--- src/rtl/uart_receiver.sv ---
// uart_receiver: 7-data/odd-parity/1-stop UART receive stage, mid-bit oversampled, ready/ack holding register.
// Optional feature macro: UART_RX_PARITY_CHECK_EN (parity_err computed when defined, tied 0 otherwise).
module uart_receiver #(
   parameter int OVERSAMPLE = 16,
   parameter int CNT_W      = 4
) (
   input  logic       clk,
   input  logic       resetN,
   input  logic       rx,
   input  logic       rx_en,
   input  logic       rd_ack,
   output logic [6:0] data_out,
   output logic       valid,
   output logic       rdy,
   output logic       busy,
   output logic       parity_err,
   output logic       frame_err,
   output logic       overrun
);

   localparam logic [CNT_W-1:0] HALF_LAST = CNT_W'(OVERSAMPLE/2 - 1);
   localparam logic [CNT_W-1:0] BIT_LAST  = CNT_W'(OVERSAMPLE - 1);

   typedef enum logic [1:0] {IDLE, START, DATA, STOP} state_t;

   state_t           state, state_nxt;
   logic [CNT_W-1:0] cnt, cnt_nxt;
   logic [2:0]       idx, idx_nxt;
   logic [6:0]       shift, shift_nxt;
   logic             armed, armed_nxt;
   logic             complete;
   logic             rx_p0, rxs;
`ifdef UART_RX_PARITY_CHECK_EN
   logic             par_bit, par_nxt;

   function automatic logic parity_error(input logic [7:0] bits);
      return ~^bits;
   endfunction
`endif

   // stage p0/p1: two-flop synchronizer, idle-high reset
   always_ff @(posedge clk or negedge resetN) begin
      if (!resetN) begin
         rx_p0 <= 1'b1;
         rxs   <= 1'b1;
      end else begin
         rx_p0 <= rx;
         rxs   <= rx_p0;
      end
   end

   // Arming is held off mid-frame so a line stuck low after a bad stop bit cannot start a phantom frame.
   always_comb begin
      state_nxt = state;
      cnt_nxt   = cnt;
      idx_nxt   = idx;
      shift_nxt = shift;
      armed_nxt = armed;
      complete  = 1'b0;
`ifdef UART_RX_PARITY_CHECK_EN
      par_nxt   = par_bit;
`endif
      if (rx_en) begin
         unique case (state)
            IDLE: begin
               if (armed && !rxs) begin
                  state_nxt = START;
                  cnt_nxt   = '0;
                  armed_nxt = 1'b0;
               end else if (rxs) begin
                  armed_nxt = 1'b1;
               end
            end
            START: begin
               if (cnt == HALF_LAST) begin
                  cnt_nxt = '0;
                  if (rxs) begin
                     state_nxt = IDLE;
                     armed_nxt = 1'b1;
                  end else begin
                     state_nxt = DATA;
                     idx_nxt   = 3'd0;
                  end
               end else begin
                  cnt_nxt = cnt + 1'b1;
               end
            end
            DATA: begin
               if (cnt == BIT_LAST) begin
                  cnt_nxt = '0;
                  idx_nxt = idx + 3'd1;
                  if (idx == 3'd7) begin
`ifdef UART_RX_PARITY_CHECK_EN
                     par_nxt = rxs;
`endif
                     state_nxt = STOP;
                  end else begin
                     shift_nxt[idx] = rxs;
                  end
               end else begin
                  cnt_nxt = cnt + 1'b1;
               end
            end
            STOP: begin
               if (cnt == BIT_LAST) begin
                  complete  = 1'b1;
                  state_nxt = IDLE;
                  cnt_nxt   = '0;
                  armed_nxt = rxs;
               end else begin
                  cnt_nxt = cnt + 1'b1;
               end
            end
            default: state_nxt = IDLE;
         endcase
      end
   end

   always_ff @(posedge clk or negedge resetN) begin
      if (!resetN) begin
         state <= IDLE;
         cnt   <= '0;
         idx   <= 3'd0;
         armed <= 1'b0;
      end else begin
         state <= state_nxt;
         cnt   <= cnt_nxt;
         idx   <= idx_nxt;
         armed <= armed_nxt;
      end
   end

   always_ff @(posedge clk) begin
      shift <= shift_nxt;
`ifdef UART_RX_PARITY_CHECK_EN
      par_bit <= par_nxt;
`endif
   end

   // stage p2: holding register and handshake; completion beats a same-cycle rd_ack
   always_ff @(posedge clk or negedge resetN) begin
      if (!resetN) begin
         data_out  <= 7'd0;
         valid     <= 1'b0;
         rdy       <= 1'b0;
         frame_err <= 1'b0;
         overrun   <= 1'b0;
      end else begin
         valid <= complete;
         if (complete) begin
            data_out  <= shift;
            frame_err <= ~rxs;
            rdy       <= 1'b1;
            overrun   <= rdy & ~rd_ack;
         end else if (rd_ack && rdy) begin
            rdy     <= 1'b0;
            overrun <= 1'b0;
         end
      end
   end

`ifdef UART_RX_PARITY_CHECK_EN
   always_ff @(posedge clk or negedge resetN) begin
      if (!resetN)
         parity_err <= 1'b0;
      else if (complete)
         parity_err <= parity_error({par_bit, shift});
   end
`else
   assign parity_err = 1'b0;
`endif

   assign busy = (state != IDLE);

endmodule

--- config.mk ---
export PLATFORM = sky130hd
export DESIGN_NAME = uart_receiver
export DESIGN_NICKNAME = d
export VERILOG_FILES = /design/src/rtl/uart_receiver.sv
export SDC_FILE = /design/constraint.sdc
export NUM_CORES = 1
export LEC_CHECK = 0
export CAP_MARGIN = 20
export CORE_MARGIN = 5
export CORE_UTILIZATION = 54
export DETAILED_ROUTE_END_ITERATION = 8
export PLACE_DENSITY_LB_ADDON = 0.1
export SKIP_LAST_GASP = 1
export SLEW_MARGIN = 20
export SYNTH_ARGS = -nofsm -noshare
export SYNTH_HDL_FRONTEND = slang
export SYNTH_SLANG_ARGS = --single-unit
--- constraint.sdc ---
create_clock -name clk -period 1.71 [get_ports clk]
set_input_delay 0.2565 -clock clk [delete_from_list [all_inputs] [get_ports clk]]
set_output_delay 0.2565 -clock clk [all_outputs]
set_load 0.03 [all_outputs]
==> impl_results.md <==
* Status: completed
* DR iter-0 viols at 34
* Combinational family with the most area after synthesis: simple AND/OR/NAND/NOR gates
* Main area contributors after synthesis: dfrtp_1 35%, edfxtp_1 14%, mux2_4 7.1%
* Simple-Gate Fraction of Synth Area at 0.167
* Initial antenna violation count at 0
* Fraction of layout instances using a drive strength above 1 at 0.257
* Clock latency on the worst-skew pair at 330 ps
* Critical path fanouts, max at 2
* CP Buf/Inv Count at 1
* Overall power at 2.62 mW
* TritonCTS Buffers at 5
* Synth Net Count at between 100 and 150
* Total I/O pin count at 18
* Worst VDD drop at about 0.0011 V
* Die H at 62.5 µm
* RSZ-0062 raised after global routing: false
* Placed Area at 1700 µm²
* Max Root-Sink Buffers at 2
* Total track usage at 0.156
* CTS H-tree depth at 2
* Clock sink count at 30
* WS Path Type: register to primary output
* Synth Instances at 118
* Row Count at 19
* Period utilization at 0.958
* CTS tree: yes
* Mean area per synthesized cell at about 13 µm²
* Core Footprint at 2690 µm²
* Area Growth Syn to Fin at 20.1%
* Vias in the first global route at between 1000 and 1500
* #FFs+latches synth at 30
* Setup violations, final at 0
* Adder-Cell Fraction of Synth Area at 0.0252
* Crit path DAT at 1380 ps
* Fmax at 0.610 GHz
* Crit path max-delay family: buffers and inverters
* Postcts setup bufs at 0
* Seq pwr share at 0.400
* Post-Syn Area at roughly 1500 µm²
* Routed WL at 2680 µm
* Detail Route Antenna Nets at 0
* WP depth at 1
* Min Clock Period, post-route at 1640 ps
* Final hold viol count at 0
* Grt total ovfl at 0
* Die X at 62.5 µm
* Post-route cell area at about 1800 µm²
* Switching fraction of total power at 0.349
* Comb pwr share at 0.391
* Syn. warnings at 0
* DRC at 0
* Final net count at around 150
* Synth Area in XOR/XNOR at 0.00589
* Startpoint types: register
* Minimum hold slack at 277 ps
* Max cap viols at 0
* Setup TNS at 0 ps
* Seq/Total Area, Yosys at 0.530
* Sw Pwr at 915 µW
* Post-synthesis mux area share at 0.0774
* Fillers at 206
* Power per cell area at 1470 nW/µm²
* Slowest cell on crit path: clkdlybuf4s50_1
* Worst-path clk slew at 100 ps
* Post-synth top area share at 0.353
* Initial Util at 0.554
* First-pass GRT wire length at between 4000 and 5000 µm
* R2R depth at 4
* Clock power share at 0.209
* Post-synthesis compound-gate area fraction at 0.146
* Initial DRT Pass Iterations at 4
* Synth area leader: dfrtp_1
* Max Slew Vio Count at 0
* Die footprint at 3900 µm²
* Leakage at 0.813 nW
* CTS root buffer: clkbuf_4
* Clock skew at 9.16 ps
* DR WL/cell at 15.3 µm
* CP peak stage delay at ~700 ps
* Vias at roughly 1000
* Library cells used by synthesis at 49
* Port-buffer cells at 16
* Antenna Cells at 0
* Placer Congestion at 0.877
* Via/cell ratio at 5.92
* Largest net degree at the start of global routing at 24
* Internal power at 1.71 mW
* Crit path capture type: primary output
* Utilization after layout at 0.665
* DP HPWL at roughly 1900 µm
* WP data required at 1450 ps
* Worst min path class: primary input to asynchronous set/reset pin
* Crit path cell chain: clkdlybuf4s50_1
## cells in the final DEF, fill, tap and decap left out, types with 2 or more instances in the layout
| master | Yosys | routed |
|---|---|---|
| a21o_1 | 2 | 2 |
| a21oi_1 | 2 | 2 |
| a22o_1 | 2 | 2 |
| a32o_1 | 2 | 2 |
| and3_1 | 5 | 5 |
| and4_1 | 2 | 2 |
| buf_4 | 5 | 11 |
| clkbuf_4 | 0 | 5 |
| clkdlybuf4s50_1 | 0 | 14 |
| clkinv_2 | 0 | 2 |
| dfrtp_1 | 21 | 20 |
| dfstp_2 | 2 | 2 |
| edfxtp_1 | 7 | 7 |
| ha_1 | 3 | 2 |
| inv_1 | 3 | 3 |
| mux2_4 | 7 | 7 |
| nand2_1 | 2 | 2 |
| nand3_1 | 6 | 6 |
| nor2_1 | 3 | 3 |
| nor2b_1 | 5 | 5 |
| o211a_1 | 2 | 2 |
| o21ai_0 | 6 | 6 |
## what timing repair did
item,in CTS,in global routing
hold buffers,0,0
endpoints found under the setup margin,1,15
gates resized for setup,1,3
## worst reg2reg max path, delay by kind of cell, from the launching register on
family,cells,cell delay (ps)
adder cells (fa/ha/maj),1,290
AND/OR/NAND/NOR,3,670
flip-flops,1,400
## synth_stat cells, drive strengths merged
library cell,n
nor3,2
conb,1
inv,3
dfstp,2
or2,1
and4b,1
or3,1
a22oi,1
nand2b,1
o22ai,1
a21bo,1
a21boi,1
and4,2
a21oi,2
a31oi,1
buf,8
and3b,1
o211ai,1
and3,5
a21o,2
o211a,2
a22o,2
a32o,2
nor2b,5
nand3,6
o32ai,1
ha,3
dfrtp,21
mux2i,1
o21ai,7
nand2,3
o21bai,1
a311oi,1
o221ai,1
o2111ai,1
nor4,1
xnor2,1
nor2,4
mux2,7
edfxtp,7
o31ai,1
nand4,2
## per-stage QoR
| stage | std cells | setup WS (ps) |
|---|---|---|
| final | 175 | 71.6 |
| after global routing | 175 | 7.94 |
| after CTS | 175 | 8.00 |
| after detailed placement | 167 | -83.5 |
| after global placement | 167 | -28.7 |
| after floorplan | 118 | 170 |
## sequential cells by signal, indices dropped and copies added (netlist names), named ones only
name and cells:
data_out 7, shift 7, cnt 4, idx 3, armed 1, frame_err 1
overrun 1, rdy 1, rx_p0 1, rxs 1, state 1, valid 1
## logic make-up (layout without fill, tap and decap cells)
kind of cell | count (synthesis) | count (layout)
buf+inv | 11 | 37
mux | 8 | 8
xor+xnor | 1 | 1
other cells | 1 | 1
fa+ha+maj | 3 | 3
compound gates | 29 | 29
flops | 30 | 30
simple gates | 35 | 35
## final cells by class
type / instances / area, µm² / area share
Sequential cell: 30 / 790 / 0.442
Multi-Input combinational cell: 77 / 634 / 0.355
Timing Repair Buffer: 26 / 235 / 0.132
Clock inverter: 3 / 40.0 / 0.0224
Tap cell: 31 / 38.8 / 0.0217
Clock buffer: 5 / 37.5 / 0.0210
Inverter: 3 / 11.3 / 0.00630
## routing by layer
metal / part of all wire / global-route usage / routed length [µm] / vias up
met5: 0 / 0 / 0 / -
met1: 0.42 / 0.176 / 1140 / 498
met4: 0.025 / 0.0955 / 66 / 0
met2: 0.50 / 0.250 / 1340 / 29
met3: 0.052 / 0.0540 / 140 / 10
li1: - / - / - / 499
## final timing paths
check	end	from	slack, ps
setup reg to reg	shift[6]$_DFFE_PP_	cnt[1]$_DFFE_PN0P_	90
hold reg to reg	rxs$_DFF_PN1_	rx_p0$_DFF_PN1_	360
max in group asynchronous	rxs$_DFF_PN1_	resetN	1140
setup / recovery	data_out[2]	data_out[2]$_DFFE_PN0P_	70
min in group clk	rx_p0$_DFF_PN1_	rx	330
hold / removal	data_out[5]$_DFFE_PN0P_	resetN	280
## power groups by stage
stage / clock, mW / combinational [mW] / sequential, mW
finish: 0.549 / 1.02 / 1.05
detailed placement: 0 / 1.02 / 1.05
global route: 0.622 / 1.09 / 1.08
global placement: 0 / 0.992 / 1.04
floorplan: 0 / 0.567 / 1.17
CTS: 0.570 / 1.02 / 1.04
Note: power is estimated with default switching activity, not from simulation.
